## src/rtl/pc_sp_sequencer_if.sv

```systemverilog
// Bundle between the instruction decoder / pointer registers / stack RAM and
// the PC/SP sequencer. The master side issues requests and owns the pointers and RAM.
interface pc_sp_sequencer_if #(
  parameter int unsigned WIDTH = 32
);
  logic             req;
  logic [2:0]       op;
  logic [WIDTH-1:0] arg;
  logic [WIDTH-1:0] pc_in;
  logic [WIDTH-1:0] sp_in;

  logic             pc_inc;
  logic             pc_write;
  logic [WIDTH-1:0] pc_newv;
  logic             sp_inc;
  logic             sp_dec;
  logic             sp_write;
  logic [WIDTH-1:0] sp_newv;

  logic [WIDTH-1:0] mem_addr;
  logic [WIDTH-1:0] mem_wdata;
  logic [WIDTH-1:0] mem_rdata;
  logic             mem_we;
  logic             mem_re;

  logic             ready;
  logic             done;
  logic             fault;
  logic [1:0]       fault_cause;
  logic [WIDTH-1:0] result;

  modport master (
    output req, op, arg, pc_in, sp_in, mem_rdata,
    input  pc_inc, pc_write, pc_newv, sp_inc, sp_dec, sp_write, sp_newv,
           mem_addr, mem_wdata, mem_we, mem_re,
           ready, done, fault, fault_cause, result
  );

  modport slave (
    input  req, op, arg, pc_in, sp_in, mem_rdata,
    output pc_inc, pc_write, pc_newv, sp_inc, sp_dec, sp_write, sp_newv,
           mem_addr, mem_wdata, mem_we, mem_re,
           ready, done, fault, fault_cause, result
  );
endinterface

```

## src/rtl/pc_sp_sequencer.sv

```systemverilog
// Turns single control-flow requests into PC/SP pointer strobes and stack RAM
// cycles, with overflow/underflow checks on the stack region.
module pc_sp_sequencer #(
  parameter int unsigned      WIDTH       = 32,
  parameter logic [WIDTH-1:0] STACK_BASE  = WIDTH'(32'h0000_F000),
  parameter logic [WIDTH-1:0] STACK_LIMIT = WIDTH'(32'h0000_FFFF)
) (
  input logic            clk,
  input logic            rst_n,
  pc_sp_sequencer_if.slave bus
);

  typedef enum logic [2:0] {IDLE, MEMW, MEMR, WAIT, UPD, FIN} state_t;
  typedef enum logic [2:0] {
    OP_NEXT = 3'd0, OP_JUMP = 3'd1, OP_CALL = 3'd2, OP_RET = 3'd3,
    OP_PUSH = 3'd4, OP_POP  = 3'd5, OP_ILL6 = 3'd6, OP_ILL7 = 3'd7
  } op_t;

  state_t           state, next_state;
  op_t              op_in, op_q;
  logic [WIDTH-1:0] arg_q, pc_q, sp_q, result_q;
  logic             fault_q;
  logic [1:0]       cause_q, accept_cause;
  logic             accept;

  always_comb begin
    op_in        = op_t'(bus.op);
    accept       = (state == IDLE) && bus.req;
    accept_cause = 2'b00;
    case (op_in)
      OP_PUSH, OP_CALL: if (bus.sp_in == STACK_LIMIT) accept_cause = 2'b01;
      OP_POP,  OP_RET:  if (bus.sp_in == STACK_BASE)  accept_cause = 2'b10;
      OP_ILL6, OP_ILL7: accept_cause = 2'b11;
      default:          accept_cause = 2'b00;
    endcase
  end

  always_ff @(posedge clk or negedge rst_n) begin
    if (!rst_n) state <= IDLE;
    else        state <= next_state;
  end

  // Operands are snapshotted at accept so pointer updates mid-operation cannot disturb them.
  always_ff @(posedge clk or negedge rst_n) begin
    if (!rst_n) begin
      op_q     <= OP_NEXT;
      arg_q    <= '0;
      pc_q     <= '0;
      sp_q     <= '0;
      fault_q  <= 1'b0;
      cause_q  <= 2'b00;
      result_q <= '0;
    end else begin
      if (accept) begin
        op_q    <= op_in;
        arg_q   <= bus.arg;
        pc_q    <= bus.pc_in;
        sp_q    <= bus.sp_in;
        fault_q <= (accept_cause != 2'b00);
        cause_q <= accept_cause;
      end
      if (state == WAIT) result_q <= bus.mem_rdata;
    end
  end

  always_comb begin
    next_state = state;
    case (state)
      IDLE: begin
        if (accept) begin
          if (accept_cause != 2'b00) next_state = FIN;
          else begin
            case (op_in)
              OP_NEXT, OP_JUMP: next_state = UPD;
              OP_PUSH, OP_CALL: next_state = MEMW;
              OP_POP,  OP_RET:  next_state = MEMR;
              default:          next_state = FIN;
            endcase
          end
        end
      end
      MEMW:    next_state = UPD;
      MEMR:    next_state = WAIT;
      WAIT:    next_state = UPD;
      UPD:     next_state = FIN;
      FIN:     next_state = IDLE;
      default: next_state = IDLE;
    endcase
  end

  // Everything below is decoded from state and the latched operands only.
  always_comb begin
    bus.pc_inc      = 1'b0;
    bus.pc_write    = 1'b0;
    bus.pc_newv     = '0;
    bus.sp_inc      = 1'b0;
    bus.sp_dec      = 1'b0;
    bus.sp_write    = 1'b0;
    bus.sp_newv     = '0;
    bus.mem_addr    = '0;
    bus.mem_wdata   = '0;
    bus.mem_we      = 1'b0;
    bus.mem_re      = 1'b0;
    bus.ready       = (state == IDLE);
    bus.done        = (state == FIN);
    bus.fault       = fault_q;
    bus.fault_cause = cause_q;
    bus.result      = result_q;
    case (state)
      MEMW: begin
        bus.mem_we    = 1'b1;
        bus.mem_addr  = sp_q;
        bus.mem_wdata = (op_q == OP_CALL) ? pc_q + WIDTH'(1) : arg_q;
      end
      MEMR: begin
        bus.mem_re   = 1'b1;
        bus.mem_addr = sp_q - WIDTH'(1);
      end
      UPD: begin
        case (op_q)
          OP_NEXT: bus.pc_inc = 1'b1;
          OP_JUMP: begin
            bus.pc_write = 1'b1;
            bus.pc_newv  = arg_q;
          end
          OP_CALL: begin
            bus.sp_inc   = 1'b1;
            bus.pc_write = 1'b1;
            bus.pc_newv  = arg_q;
          end
          OP_RET: begin
            bus.sp_dec   = 1'b1;
            bus.pc_write = 1'b1;
            bus.pc_newv  = result_q;
          end
          OP_PUSH: bus.sp_inc = 1'b1;
          OP_POP:  bus.sp_dec = 1'b1;
          default: bus.pc_inc = 1'b0;
        endcase
      end
      default: bus.ready = (state == IDLE);
    endcase
  end

endmodule

```

## src/flat_wrapper.sv

```systemverilog
// flat-port wrapper written by rule: the top's interface ports become plain ports
module pc_sp_sequencer_flat 
#(
  parameter int unsigned      WIDTH       = 32,
  parameter logic [WIDTH-1:0] STACK_BASE  = WIDTH'(32'h0000_F000),
  parameter logic [WIDTH-1:0] STACK_LIMIT = WIDTH'(32'h0000_FFFF)
)
  (clk, rst_n, bus_req, bus_op, bus_arg, bus_pc_in, bus_sp_in, bus_mem_rdata, bus_pc_inc, bus_pc_write, bus_pc_newv, bus_sp_inc, bus_sp_dec, bus_sp_write, bus_sp_newv, bus_mem_addr, bus_mem_wdata, bus_mem_we, bus_mem_re, bus_ready, bus_done, bus_fault, bus_fault_cause, bus_result);
  pc_sp_sequencer_if #(.WIDTH(WIDTH)) bus_i ();
  input logic clk;
  input logic rst_n;
  input wire logic [$bits(bus_i.req)-1:0] bus_req;
  input wire logic [$bits(bus_i.op)-1:0] bus_op;
  input wire logic [$bits(bus_i.arg)-1:0] bus_arg;
  input wire logic [$bits(bus_i.pc_in)-1:0] bus_pc_in;
  input wire logic [$bits(bus_i.sp_in)-1:0] bus_sp_in;
  input wire logic [$bits(bus_i.mem_rdata)-1:0] bus_mem_rdata;
  output wire logic [$bits(bus_i.pc_inc)-1:0] bus_pc_inc;
  output wire logic [$bits(bus_i.pc_write)-1:0] bus_pc_write;
  output wire logic [$bits(bus_i.pc_newv)-1:0] bus_pc_newv;
  output wire logic [$bits(bus_i.sp_inc)-1:0] bus_sp_inc;
  output wire logic [$bits(bus_i.sp_dec)-1:0] bus_sp_dec;
  output wire logic [$bits(bus_i.sp_write)-1:0] bus_sp_write;
  output wire logic [$bits(bus_i.sp_newv)-1:0] bus_sp_newv;
  output wire logic [$bits(bus_i.mem_addr)-1:0] bus_mem_addr;
  output wire logic [$bits(bus_i.mem_wdata)-1:0] bus_mem_wdata;
  output wire logic [$bits(bus_i.mem_we)-1:0] bus_mem_we;
  output wire logic [$bits(bus_i.mem_re)-1:0] bus_mem_re;
  output wire logic [$bits(bus_i.ready)-1:0] bus_ready;
  output wire logic [$bits(bus_i.done)-1:0] bus_done;
  output wire logic [$bits(bus_i.fault)-1:0] bus_fault;
  output wire logic [$bits(bus_i.fault_cause)-1:0] bus_fault_cause;
  output wire logic [$bits(bus_i.result)-1:0] bus_result;
  assign bus_i.req = bus_req;
  assign bus_i.op = bus_op;
  assign bus_i.arg = bus_arg;
  assign bus_i.pc_in = bus_pc_in;
  assign bus_i.sp_in = bus_sp_in;
  assign bus_i.mem_rdata = bus_mem_rdata;
  assign bus_pc_inc = bus_i.pc_inc;
  assign bus_pc_write = bus_i.pc_write;
  assign bus_pc_newv = bus_i.pc_newv;
  assign bus_sp_inc = bus_i.sp_inc;
  assign bus_sp_dec = bus_i.sp_dec;
  assign bus_sp_write = bus_i.sp_write;
  assign bus_sp_newv = bus_i.sp_newv;
  assign bus_mem_addr = bus_i.mem_addr;
  assign bus_mem_wdata = bus_i.mem_wdata;
  assign bus_mem_we = bus_i.mem_we;
  assign bus_mem_re = bus_i.mem_re;
  assign bus_ready = bus_i.ready;
  assign bus_done = bus_i.done;
  assign bus_fault = bus_i.fault;
  assign bus_fault_cause = bus_i.fault_cause;
  assign bus_result = bus_i.result;
  pc_sp_sequencer #(.WIDTH(WIDTH), .STACK_BASE(STACK_BASE), .STACK_LIMIT(STACK_LIMIT)) u_core (.clk(clk), .rst_n(rst_n), .bus(bus_i));
endmodule
```

## config.mk

```make
export PLATFORM = sky130hd
export DESIGN_NAME = pc_sp_sequencer_flat
export DESIGN_NICKNAME = d
export VERILOG_FILES = /design/src/rtl/pc_sp_sequencer_if.sv /design/src/rtl/pc_sp_sequencer.sv /design/src/flat_wrapper.sv
export SDC_FILE = /design/constraint.sdc
export NUM_CORES = 1
export LEC_CHECK = 0
export ABC_CLOCK_PERIOD_IN_PS = 6450
export CORE_MARGIN = 2
export CORE_UTILIZATION = 48
export CTS_BUF_LIST = sky130_fd_sc_hd__clkbuf_8 sky130_fd_sc_hd__clkbuf_16
export DETAILED_ROUTE_END_ITERATION = 10
export PLACE_DENSITY_LB_ADDON = 0.25
export SETUP_SLACK_MARGIN = 0.3
export SYNTH_ARGS = -nofsm -noshare
export SYNTH_HDL_FRONTEND = slang
export SYNTH_SLANG_ARGS = --single-unit
```

## constraint.sdc

```tcl
create_clock -name clk -period 6.45 [get_ports clk]
set_input_delay 1.935 -clock clk [delete_from_list [all_inputs] [get_ports clk]]
set_output_delay 1.935 -clock clk [all_outputs]
set_load 0.005 [all_outputs]
```

Word level (Yosys, flattened, before mapping). Index checks and enable logic that the tools add are counted.

Output and inout bits: 172. Flip-flop bits (word level): 137. Input bits: 134.

$add $sub $neg: 2. Muxes and demuxes: 22. Equal/unequal tests: 20. Reduce and logical (&&, ||, !) cells: 14.

Operators with widths (number): 32-bit one-hot mux with 2 select lines (2); 32-bit two-way mux (3); 32-bit by 16-bit equality test with 1-bit output (second input constant) (2); 32-bit by 1-bit adder with 32-bit output (second input constant) (1); 32-bit by 1-bit subtractor with 32-bit output (second input constant) (1); 3-bit equality test (second input constant) (8); 3-bit by 2-bit equality test with 1-bit output (second input constant) (6); 2-bit OR reduction (8); 3-bit one-hot mux with 4 select lines (1); 1-bit two-way mux (11); 3-bit by 1-bit equality test with 1-bit output (second input constant) (3); 3-bit logical NOT (3); 3-bit one-hot mux with 3 select lines (1); 3-bit two-way mux (2); 2-bit one-hot mux with 3 select lines (1); 3-bit OR reduction (1); 2-bit two-way mux (1); 2-bit by 1-bit != test with 1-bit output (second input constant) (1); 2-bit nonzero test (1); 1-bit logical AND (1).

Depth between registers and ports, before layout. Gate-level depths: netlist of run 1.

Word-level depth: 7. Gate-level depth with buffers: 8. Mapped depth without buffers: 7.

Worst setup path before layout of run 1. Ideal clock, no wire load.

Path type: reg-to-output. Start: register u_core.sp_q[6]. End: output port bus_mem_addr[28]. Setup slack: 2368 ps. Cell stages (with the launch flop): 7. Data arrival time: 2147 ps. Required time: 4515 ps. Buffers on the path: 1. Cell sequence: dfrtp_1 -> or4_1 -> buf_6 -> nor4b_4 -> nand3_2 -> or4_1 -> nand2_1.

Longest elaborated chain between the ends: 2.

RTL lines: start, declared (RTL line pc_sp_sequencer.sv:21) `logic [WIDTH-1:0] arg_q, pc_q, sp_q, result_q;`; start signal, assigned (RTL line pc_sp_sequencer.sv:58) `sp_q <= bus.sp_in;`; 32-bit by 1-bit subtractor with 32-bit output (RTL line pc_sp_sequencer.sv:117) `bus.mem_addr = sp_q - WIDTH'(1);`; 32-bit one-hot mux with 2 select lines (RTL line pc_sp_sequencer.sv:109) `case (state)`; end, declared (RTL line flat_wrapper.sv:25) `output wire logic [$bits(bus_i.mem_addr)-1:0] bus_mem_addr;`.

No other way between the ends.

Final worst setup path of run 1.
Start: register u_core.state[2]. End: output port bus_mem_wdata[31].

Longest elaborated chain between the ends: 2.

RTL lines: start, declared (RTL line pc_sp_sequencer.sv:19) `state_t state, next_state;`; start signal, assigned (RTL line pc_sp_sequencer.sv:40) `else state <= next_state;`; 3-bit by 1-bit equality test with 1-bit output (RTL line pc_sp_sequencer.sv:109); 32-bit two-way mux (RTL line pc_sp_sequencer.sv:109); end, declared (RTL line flat_wrapper.sv:26) `output wire logic [$bits(bus_i.mem_wdata)-1:0] bus_mem_wdata;`.

No other way between the ends.

==> results of run 1 <==
==> registers in the layout (all words and copies together), names as in the netlist <==
name                    count
u_core.bus.result          32
u_core.bus.fault            1
u_core.arg_q               32
u_core.op_q                 3
u_core.state                3
u_core.pc_q                32
u_core.bus.fault_cause      2
u_core.sp_q                32
==> kinds of logic (layout without fill, tap and decap cells) <==
group	count (synthesis)	in the layout
adders and majority gates	2	2
xor gates and xnor gates	33	33
other	1	34
AOI/OAI and AO/OA	170	170
DFF	137	137
and+or+nand+nor	236	236
muxes	123	123
buffers and inverters	104	324
==> Yosys cell counts (20+ instances only) <==
cell | n | area share, %
nor2_1 | 73 | 3.5
dfrtp_1 | 137 | 43
clkbuf_1 | 48 | 2.3
o21ai_0 | 66 | 4.2
nor3_1 | 23 | 1.5
nand2_1 | 47 | 2.2
a22oi_1 | 33 | 3.1
buf_4 | 35 | 3.3
a21oi_1 | 26 | 1.6
nor4_1 | 20 | 1.6
mux2_2 | 120 | 17
xnor2_1 | 24 | 2.6
==> cell type report <==
class	count	area, µm²
Tap cell	216	270
Sequential cell	137	3430
Fill cell	1250	4770
Clock inverter	13	155
Multi-Input combinational cell	597	4100
Antenna cell	1	2.50
Clock buffer	18	439
Inverter	13	48.8
Timing Repair Buffer	280	2780
==> path summary, 6_finish.rpt <==
| check | start | endpoint | slack [ns] |
|---|---|---|---|
| max | u_core.state[2] | bus_mem_wdata[31] | 1.13 |
| min | u_core.bus.result[18] | u_core.bus.result[18] | 0.53 |
| max reg2reg | u_core.state[2] | u_core.sp_q[28] | 3.83 |
| min reg2reg | u_core.bus.result[18] | u_core.bus.result[18] | 0.53 |
| max in group asynchronous | rst_n | u_core.arg_q[24] | 3.73 |
| min in group asynchronous | rst_n | u_core.sp_q[11] | 1.59 |
==> worst max-delay path, delay by kind of cell, from the launching register on <==
kind                   cells  cell delay [ns]
AOI/OAI and AO/OA          2             0.39
buffers and inverters      3             1.39
and+or+nand+nor            2             0.70
DFF                        1             0.47
==> routing by layer <==
metal,track usage [%],wire length (µm),vias to the layer above
li1,-,-,3358
met1,33.5,9910,3542
met2,48.3,12300,331
met3,8.39,1980,40
met4,9.74,616,0
met5,0,0,-
==> power groups by stage <==
stage	sequential [mW]	combinational [mW]	clock (mW)
global route	1.89	2.54	1.03
finish	1.82	2.34	0.983
CTS	1.81	2.36	1.00
detailed placement	1.81	2.33	0
global placement	1.79	2.29	0
floorplan	1.64	1.35	0
==> metrics.txt, run 1 <==
run status complete, no violations; per-cell routed wire length 19.5 µm; f_max 188 MHz; cell chosen for the clock root clkbuf_16; number of enable-type register cells in the synthesized netlist 0; Routed Wire Length 24800 µm; Comb pwr share 45.5%; Setup TNS 0 ns; count of pins over their slew limit 0; clock sink total 137; core region area 0.0160 mm²; Flop pwr share 35.4%; setup bufs post-CTS 0; r2r worst-path depth 4; Placement Setup Slack 1.64 ns; FFs w/ async S/R, synth 100%; Die Y 133 µm; final critical path time including I/O delays and setup 5.32 ns; relative contribution of the clock network to total power 19.1%; leakage dissipation 4.28 nW; Crit Path Max Fanout 27; post-layout instance area 0.0112 mm²; post-synthesis compound-gate area fraction 13.2%; DRC violations left 0; cells after synthesis 806; post-cts sizing count 0; Final Setup Violations 0; post-synthesis cell type count 58; crit-path cells nand2b_1 -> or2_2 -> inv_1 -> buf_4 -> o21ai_0 -> a21oi_1 -> clkdlybuf4s50_1; H-tree depth reported by CTS 4; wire length of the first global-routing pass 39000 µm; number of global-route vias before repair 7189; kind of critical path flip-flop to output port; Total Routing Usage GR 28.1%; maxcap violations 0; largest net degree at the start of global routing 97; remaining global-route overflow 0; Final Net Count 1182; first drt pass iteration count 6; cell area after synthesis 0.00793 mm²; core occupancy in the finished layout 70.2%; number of placement rows 46; switching power total 1.91 mW; smallest setup slack after layout 1.13 ns; cell area after placement 0.0106 mm²; total via count in the routed design 7271; Slowest Stage Delay on Critical Path 0.58 ns; initial core utilization 49.6%; Die Wd 133 µm; number of top-level pins 306; endpoint kind of the worst setup timing path output port; post-synthesis simple-gate area fraction 15.4%; worst slew margin relative to its limit 33.1%; switching part of the total 37.1%; Tcrit/Tclk final 82.4%; number of buffers created by CTS 17; mean instance size in the synthesized netlist 9.84 µm²; post-CTS clock slew at the launch and capture registers of the worst setup and hold paths 0.06 ns; Int Pwr 3.24 mW; proportion of layout cells with a drive suffix above 1 16.4%; HPWL reported at the end of detailed placement 18000 µm; antenna viol nets, final 0; first-iteration detailed-routing DRC count 540; primary flip-flop cell chosen by synthesis mapping dfrtp_1; maximum count of clock buffers along a single path 2; most frequent standard cell in the layout excluding fill and tap cells clkdlybuf4s50_1; mux cell area share after synthesis 17.4%; worst hold path type flip-flop to flip-flop; worst hold path cell count 1; library cell contributing the largest single delay on the critical path clkdlybuf4s50_1; Max Clock Skew 0.00373 ns; clock tree from TritonCTS yes; number of antenna violations at the first check in global routing 1; cell count after placement 1243; power density over the cells 459 mW/mm²; slew at the pin with the worst max-slew slack 1.00 ns; Synth Area in XOR/XNOR 3.64%; Layout Cells excl Fill 1275; kind of start point of the critical path flip-flop; arrival time worst endpoint 3.38 ns; via density per instance 5.70; count of buffers from port buffering 272; worst vdd ir 248 µV; Synth warnings 0; gpl congestion 0.941; combinational family with the most area after synthesis multiplexers; Final Power 5.15 mW; RSZ-0062 raised after global routing false; flip-flop and latch count after synthesis 137; CP required 4.51 ns; Final Hold Violating Endpoints 0; Die Outline Area 0.0176 mm²; leading cell types in the layout, fill and taps excluded clkdlybuf4s50_1 (271), dfrtp_1 (137), mux2_2 (120), nor2_1 (72), o21ai_0 (66); sequential cell area fraction in the yosys report 43.2%; share of synthesized cell area in full adder, half adder and majority cells 0.315%; synthesis-to-layout area growth 41.6%; total of hold buffers inserted after clock tree synthesis 0; final-layout worst hold slack 0.529 ns; insertion delay to the later sink of the worst-skew pair 0.42 ns
Note: power is estimated with default switching activity, not from simulation.
==> inputs of run 2 (changes only) <==
ABC_CLOCK_PERIOD_IN_PS = 5100   (was 6450)
CORE_UTILIZATION = 45   (was 48)
clock period = 5.1 ns   (was 6.45 ns; I/O delays follow)
==> run 2 against run 1 <==
Against the previous run:
- total power grew 27%
- setup slack lost 0.64 ns
- non-clock buffer count rose by 9
- cell area up 1.2%
- global-route usage decreased by 2.0 points
- core utilization shrank 4.2 points
- sequential cell count unchanged
- register-to-register slack got worse by 1.0 ns
- clock skew rose by 0.0044 ns
- clock-buffer cell count is the same
- cell count is 1.4% higher
- critical path type unchanged
- largest cell class unchanged
- largest power group unchanged
- highest routed layer unchanged
==> metrics.txt, run 2 (synthesized netlist as in run 1, its figures left out) <==
run status complete, no violations; cell chosen for the clock root clkbuf_16; RSZ-0062 raised after global routing false; Die Outline Area 0.0187 mm² (+6.5%); number of fillers in the final layout 1396 (+12%); f_max 217 MHz; Crit Path Max Fanout 8 (-70%); DRC violations left 0 (unchanged); cell area after placement 0.0107 mm² (+0.44%); Max Clock Skew 0.00814 ns (+0.00441 ns); first drt pass iteration count 5 (-1); final critical path time including I/O delays and setup 4.60 ns; number of top-level pins 306 (unchanged); cell count after placement 1255 (+0.97%); leading cell types in the layout, fill and taps excluded clkdlybuf4s50_1 (271), dfrtp_1 (137), mux2_2 (120), nor2_1 (71), o21ai_0 (66); number of global-route vias before repair 6845 (-4.8%); final-layout worst hold slack 0.533 ns (+0.00371 ns); post-layout instance area 0.0114 mm² (+1.2%); most frequent standard cell in the layout excluding fill and tap cells clkdlybuf4s50_1; endpoint kind of the worst setup timing path output port; post-CTS clock slew at the launch and capture registers of the worst setup and hold paths 0.06 ns (about the same); number of antenna violations at the first check in global routing 0 (-1); clock tree from TritonCTS yes; critical register-to-register path startpoint u_core.state[2]; core region area 0.0172 mm² (+7.7%); Routed Wire Length 24000 µm (-3.3%); Layout Cells excl Fill 1293 (+1.4%); first-iteration detailed-routing DRC count 406 (-25%); number of buffers created by CTS 17 (unchanged); Placement Setup Slack 0.701 ns (-0.936 ns); synthesis-to-layout area growth 43.3%; via density per instance 5.51 (-3.4%); clock sink total 137 (unchanged); slew at the pin with the worst max-slew slack 0.869 ns (-0.135 ns); diodes inserted 0 (-1); proportion of layout cells with a drive suffix above 1 17.6% (+1.2 points); Final Setup Violations 0 (unchanged); worst slew margin relative to its limit 42.1% (+9.0 points); maxcap violations 0 (unchanged); count of buffers from port buffering 272 (unchanged); antenna viol nets, final 0 (unchanged); kind of critical path flip-flop to output port; wire length of the first global-routing pass 37300 µm (-4.2%); startpoint of the worst setup timing path u_core.sp_q[0]; total via count in the routed design 7124 (-2.0%); insertion delay to the later sink of the worst-skew pair 0.42 ns (about the same); kind of start point of the critical path flip-flop; Final Hold Violating Endpoints 0 (unchanged); maximum count of clock buffers along a single path 2 (unchanged); hold wc startpoint u_core.bus.result[31]; Total Routing Usage GR 26.1% (-2.0 points); arrival time worst endpoint 3.07 ns (-0.31 ns); worst hold path type flip-flop to flip-flop; H-tree depth reported by CTS 4 (unchanged); remaining global-route overflow 0 (unchanged); Setup TNS 0 ns (unchanged); CP required 3.57 ns (-0.94 ns); Die Wd 137 µm (+3.2%); Final Net Count 1191 (+0.76%); largest net degree at the start of global routing 77 (-21%); initial core utilization 46.0% (-3.6 points); Die Y 137 µm (+3.2%); number of placement rows 48 (+4.3%); power density over the cells 574 mW/mm² (+25%); Tcrit/Tclk final 90.3%; smallest setup slack after layout 0.495 ns (-0.639 ns); worst vdd ir 317 µV (+28%); per-cell routed wire length 18.6 µm (-4.6%); leakage dissipation 4.37 nW (+2.0%); count of pins over their slew limit 0 (unchanged); gpl congestion 0.869 (-7.6%); HPWL reported at the end of detailed placement 17600 µm (-2.3%)
==> run 2: cell types whose count changed in the layout (fill, tap and decap cells not counted), sizes merged <==
cell      before  now
diode          1    0
bufinv         3    4
inv           14   15
clkinvlp       5    1
buf            9   18
clkinv         4    7
==> run 2: worst paths after layout <==
check                                         to  slack [ns]  depth (start not counted)
min in group asynchronous         u_core.sp_q[2]        1.12                          1
min                        u_core.bus.result[31]        0.53                          1
min reg2reg                u_core.bus.result[31]        0.53                          1
max in group asynchronous        u_core.pc_q[22]        3.04                          2
max                             bus_mem_addr[28]        0.50                          8
max reg2reg                      u_core.arg_q[4]        2.79                          4
==> run 2: worst max-delay path: stages (launching register included) <==
cell and delay (ns):
dfrtp_1 0.40, inv_1 0.09, ha_1 0.15, or2b_1 0.35, nor4b_4 0.39, nand3_2 0.20, or4_1 0.50, nand2_1 0.07
clkdlybuf4s50_1 0.49
==> run 2: timing repair <==
action	CTS	global route
pin swaps	0	2
buffers inserted	0	6
endpoints found under the hold margin	0	0
resized for setup	1	4
setup endpoints to repair	2	5
hold buffers	0	0
==> run 2: per-layer routing <==
| metal | GRT usage [%] | wire, µm |
|---|---|---|
| met1 | 31.9 | 9380 |
| met2 | 43.9 | 11900 |
| met3 | 7.93 | 2170 |
| met4 | 8.65 | 509 |
| met5 | 0 | 0 |
==> run 2: final cells by class <==
type	instances	area, µm²	share of cell area, %
Sequential cell	137	3430	30.2
Clock inverter	14	181	1.60
Tap cell	225	282	2.48
Inverter	13	48.8	0.429
Timing Repair Buffer	289	2860	25.2
Clock buffer	18	439	3.86
Multi-Input combinational cell	597	4120	36.3
==> run 2: power breakdown <==
group	internal (mW)	switching (mW)
logic	1.69	1.25
clock network	0.825	0.469
registers	1.65	0.635
==> run 2: per-stage QoR <==
step                      util, %  total power, mW
final                        65.9             6.52
after global routing         65.9             6.96
after CTS                    65.6             6.56
after detailed placement     62.0             5.22
after global placement       62.0             5.16
after floorplan                 -             3.78
==> inputs of run 3 (changes only) <==
PLACE_DENSITY_LB_ADDON = 0.08   (was 0.25)
==> run 3 against run 2 <==
Against the previous run:
- via count is essentially flat
- largest cell class unchanged
- critical path type unchanged
- total power grew 0.21%
- first-iteration DRC count grew 7.1%
- highest routed layer is now met5
- non-clock buffer count grew 1
- clock skew grew 0.0022 ns
- core utilization grew 0.087 points
==> metrics.txt, run 3 (synthesized netlist as in run 1, its figures left out) <==
total of hold buffers inserted after clock tree synthesis 0 (unchanged); clock sink total 137 (unchanged); Routed Wire Length 24100 µm (+0.22%); remaining global-route overflow 0 (unchanged); cell count after placement 1254 (-0.080%); diodes inserted 0 (unchanged); Crit Path Max Fanout 6 (-2); Final Hold Violating Endpoints 0 (unchanged); Die Y 137 µm (unchanged); Total Routing Usage GR 25.6% (-0.48 points); DRC violations left 0 (unchanged); HPWL reported at the end of detailed placement 17200 µm (-2.3%); kind of start point of the critical path flip-flop; power density over the cells 574 mW/mm² (about the same); smallest setup slack after layout 0.458 ns (-0.0375 ns); Setup TNS 0 ns (unchanged); number of antenna violations at the first check in global routing 1 (+1); leading cell types in the layout, fill and taps excluded clkdlybuf4s50_1 (271), dfrtp_1 (137), mux2_2 (120), nor2_1 (72), o21ai_0 (66); per-cell routed wire length 18.6 µm (about the same); count of buffers from port buffering 272 (unchanged); post-layout instance area 0.0114 mm² (+0.13%); Final Net Count 1194 (+0.25%); worst hold path type flip-flop to flip-flop; leakage dissipation 4.35 nW (-0.48%); hold wc startpoint u_core.bus.result[3]; largest net degree at the start of global routing 109 (+42%); CP required 3.57 ns (about the same); insertion delay to the later sink of the worst-skew pair 0.43 ns (about the same); maxcap violations 0 (unchanged); worst slew margin relative to its limit 34.0% (-8.0 points); first-iteration detailed-routing DRC count 435 (+7.1%); run status complete, no violations; maximum count of clock buffers along a single path 2 (unchanged); critical register-to-register path startpoint u_core.state[1]; Layout Cells excl Fill 1296 (+0.23%); number of placement rows 48 (unchanged); gpl congestion 0.916 (+5.4%); Tcrit/Tclk final 91.0% (+0.73 points); number of top-level pins 306 (unchanged); r2r worst-path depth 4 (unchanged); core region area 0.0172 mm² (unchanged); endpoint kind of the worst setup timing path output port; Placement Setup Slack 0.694 ns (-0.00743 ns); first drt pass iteration count 5 (unchanged); worst hold path cell count 1 (unchanged); Final Setup Violations 0 (unchanged); cell chosen for the clock root clkbuf_16; post-CTS clock slew at the launch and capture registers of the worst setup and hold paths 0.06 ns (about the same); total via count in the routed design 7119 (-0.070%); endpoint of the most critical register-to-register path u_core.pc_q[12]; wire length of the first global-routing pass 36800 µm (-1.3%); Die Outline Area 0.0187 mm² (unchanged); worst vdd ir 398 µV (+26%); proportion of layout cells with a drive suffix above 1 17.9% (+0.32 points); Die Wd 137 µm (unchanged); clock tree from TritonCTS yes; initial core utilization 46.0% (unchanged); count of pins over their slew limit 0 (unchanged); synthesis-to-layout area growth 43.5%; cell area after placement 0.0107 mm² (about the same); via density per instance 5.49 (-0.30%); final critical path time including I/O delays and setup 4.64 ns (+0.0375 ns); sink of the worst hold path u_core.bus.result[3]; Reg2Reg Setup Slack 2.76 ns (-0.03 ns); most frequent standard cell in the layout excluding fill and tap cells clkdlybuf4s50_1; kind of critical path flip-flop to output port; Max Clock Skew 0.0103 ns (+0.00217 ns); slew at the pin with the worst max-slew slack 0.989 ns (+0.121 ns); RSZ-0062 raised after global routing false; arrival time worst endpoint 3.11 ns (+0.04 ns); f_max 215 MHz (-0.81%); number of buffers created by CTS 17 (unchanged); H-tree depth reported by CTS 4 (unchanged); antenna viol nets, final 0 (unchanged); number of global-route vias before repair 6857 (+0.18%)
## run 3: changes by cell type in the layout (fill, tap and decap cells not counted), sizes merged
cell	before	now
clkinvlp	1	6
clkinv	7	3
clkbuf	18	20
buf	18	19
bufinv	4	3
inv	15	14
or2	2	3
## run 3: critical path, stage by stage, from the launching register on
cell and delay (ns):
dfrtp_1 0.42, or4_1 0.62, nor4_4 0.30, nand3_1 0.25, or4_1 0.52, nand3_1 0.09, clkdlybuf4s50_1 0.49
## run 3: metal layers
layer | global-route usage (%) | wire length (µm)
met1 | 32.6 | 10000
met2 | 40.9 | 11300
met3 | 8.93 | 2270
met4 | 8.08 | 482
met5 | 0 | 16
## run 3: how the worst max path moves through the flow
| stage | startpoint | slack [ns] | cells after the start | to |
|---|---|---|---|---|
| floorplan | u_core.sp_q[6] | 1.42 | 6 | bus_mem_addr[28] |
| global placement | u_core.sp_q[6] | 0.71 | 6 | bus_mem_addr[29] |
| detailed placement | u_core.sp_q[6] | 0.69 | 6 | bus_mem_addr[29] |
| CTS | u_core.state[2] | 0.30 | 7 | bus_mem_addr[26] |
| global route | u_core.pc_q[2] | 0.31 | 6 | bus_mem_wdata[30] |
| finish | u_core.sp_q[17] | 0.46 | 6 | bus_mem_addr[29] |
## run 3: repair_timing
action,in CTS,in global routing
gates cloned,0,2
endpoints found under the setup margin,2,34
pin swaps,2,3
buffers inserted,1,7
resized for setup,0,6
## run 3: final cells by class
class / count / area [µm²]
clock buffers: 20 / 467
flip-flops and latches: 137 / 3430
fillers: 1436 / 5860
multi-input cells: 598 / 4130
well taps: 225 / 282
repair inverters: 1 / 5.00
inverters: 13 / 52.6
repair buffers: 290 / 2870
clock inverters: 12 / 148
## run 3: stage by stage
stage | total power [mW] | hold WS, ns | util [%]
final | 6.53 | 0.532 | 66.0
after CTS | 6.52 | 0.534 | 65.5
after detailed placement | 5.20 | 0.521 | 61.9
after global placement | 5.16 | 0.515 | 61.9
after global routing | 6.98 | 0.554 | 66.0
after floorplan | 3.78 | 0.498 | -
## run 3: power breakdown
part | leakage [nW] | internal (mW) | switching (mW)
Sequential | 1.62 | 1.65 | 0.628
Combinational | 2.43 | 1.70 | 1.27
Clock | 0.296 | 0.805 | 0.484
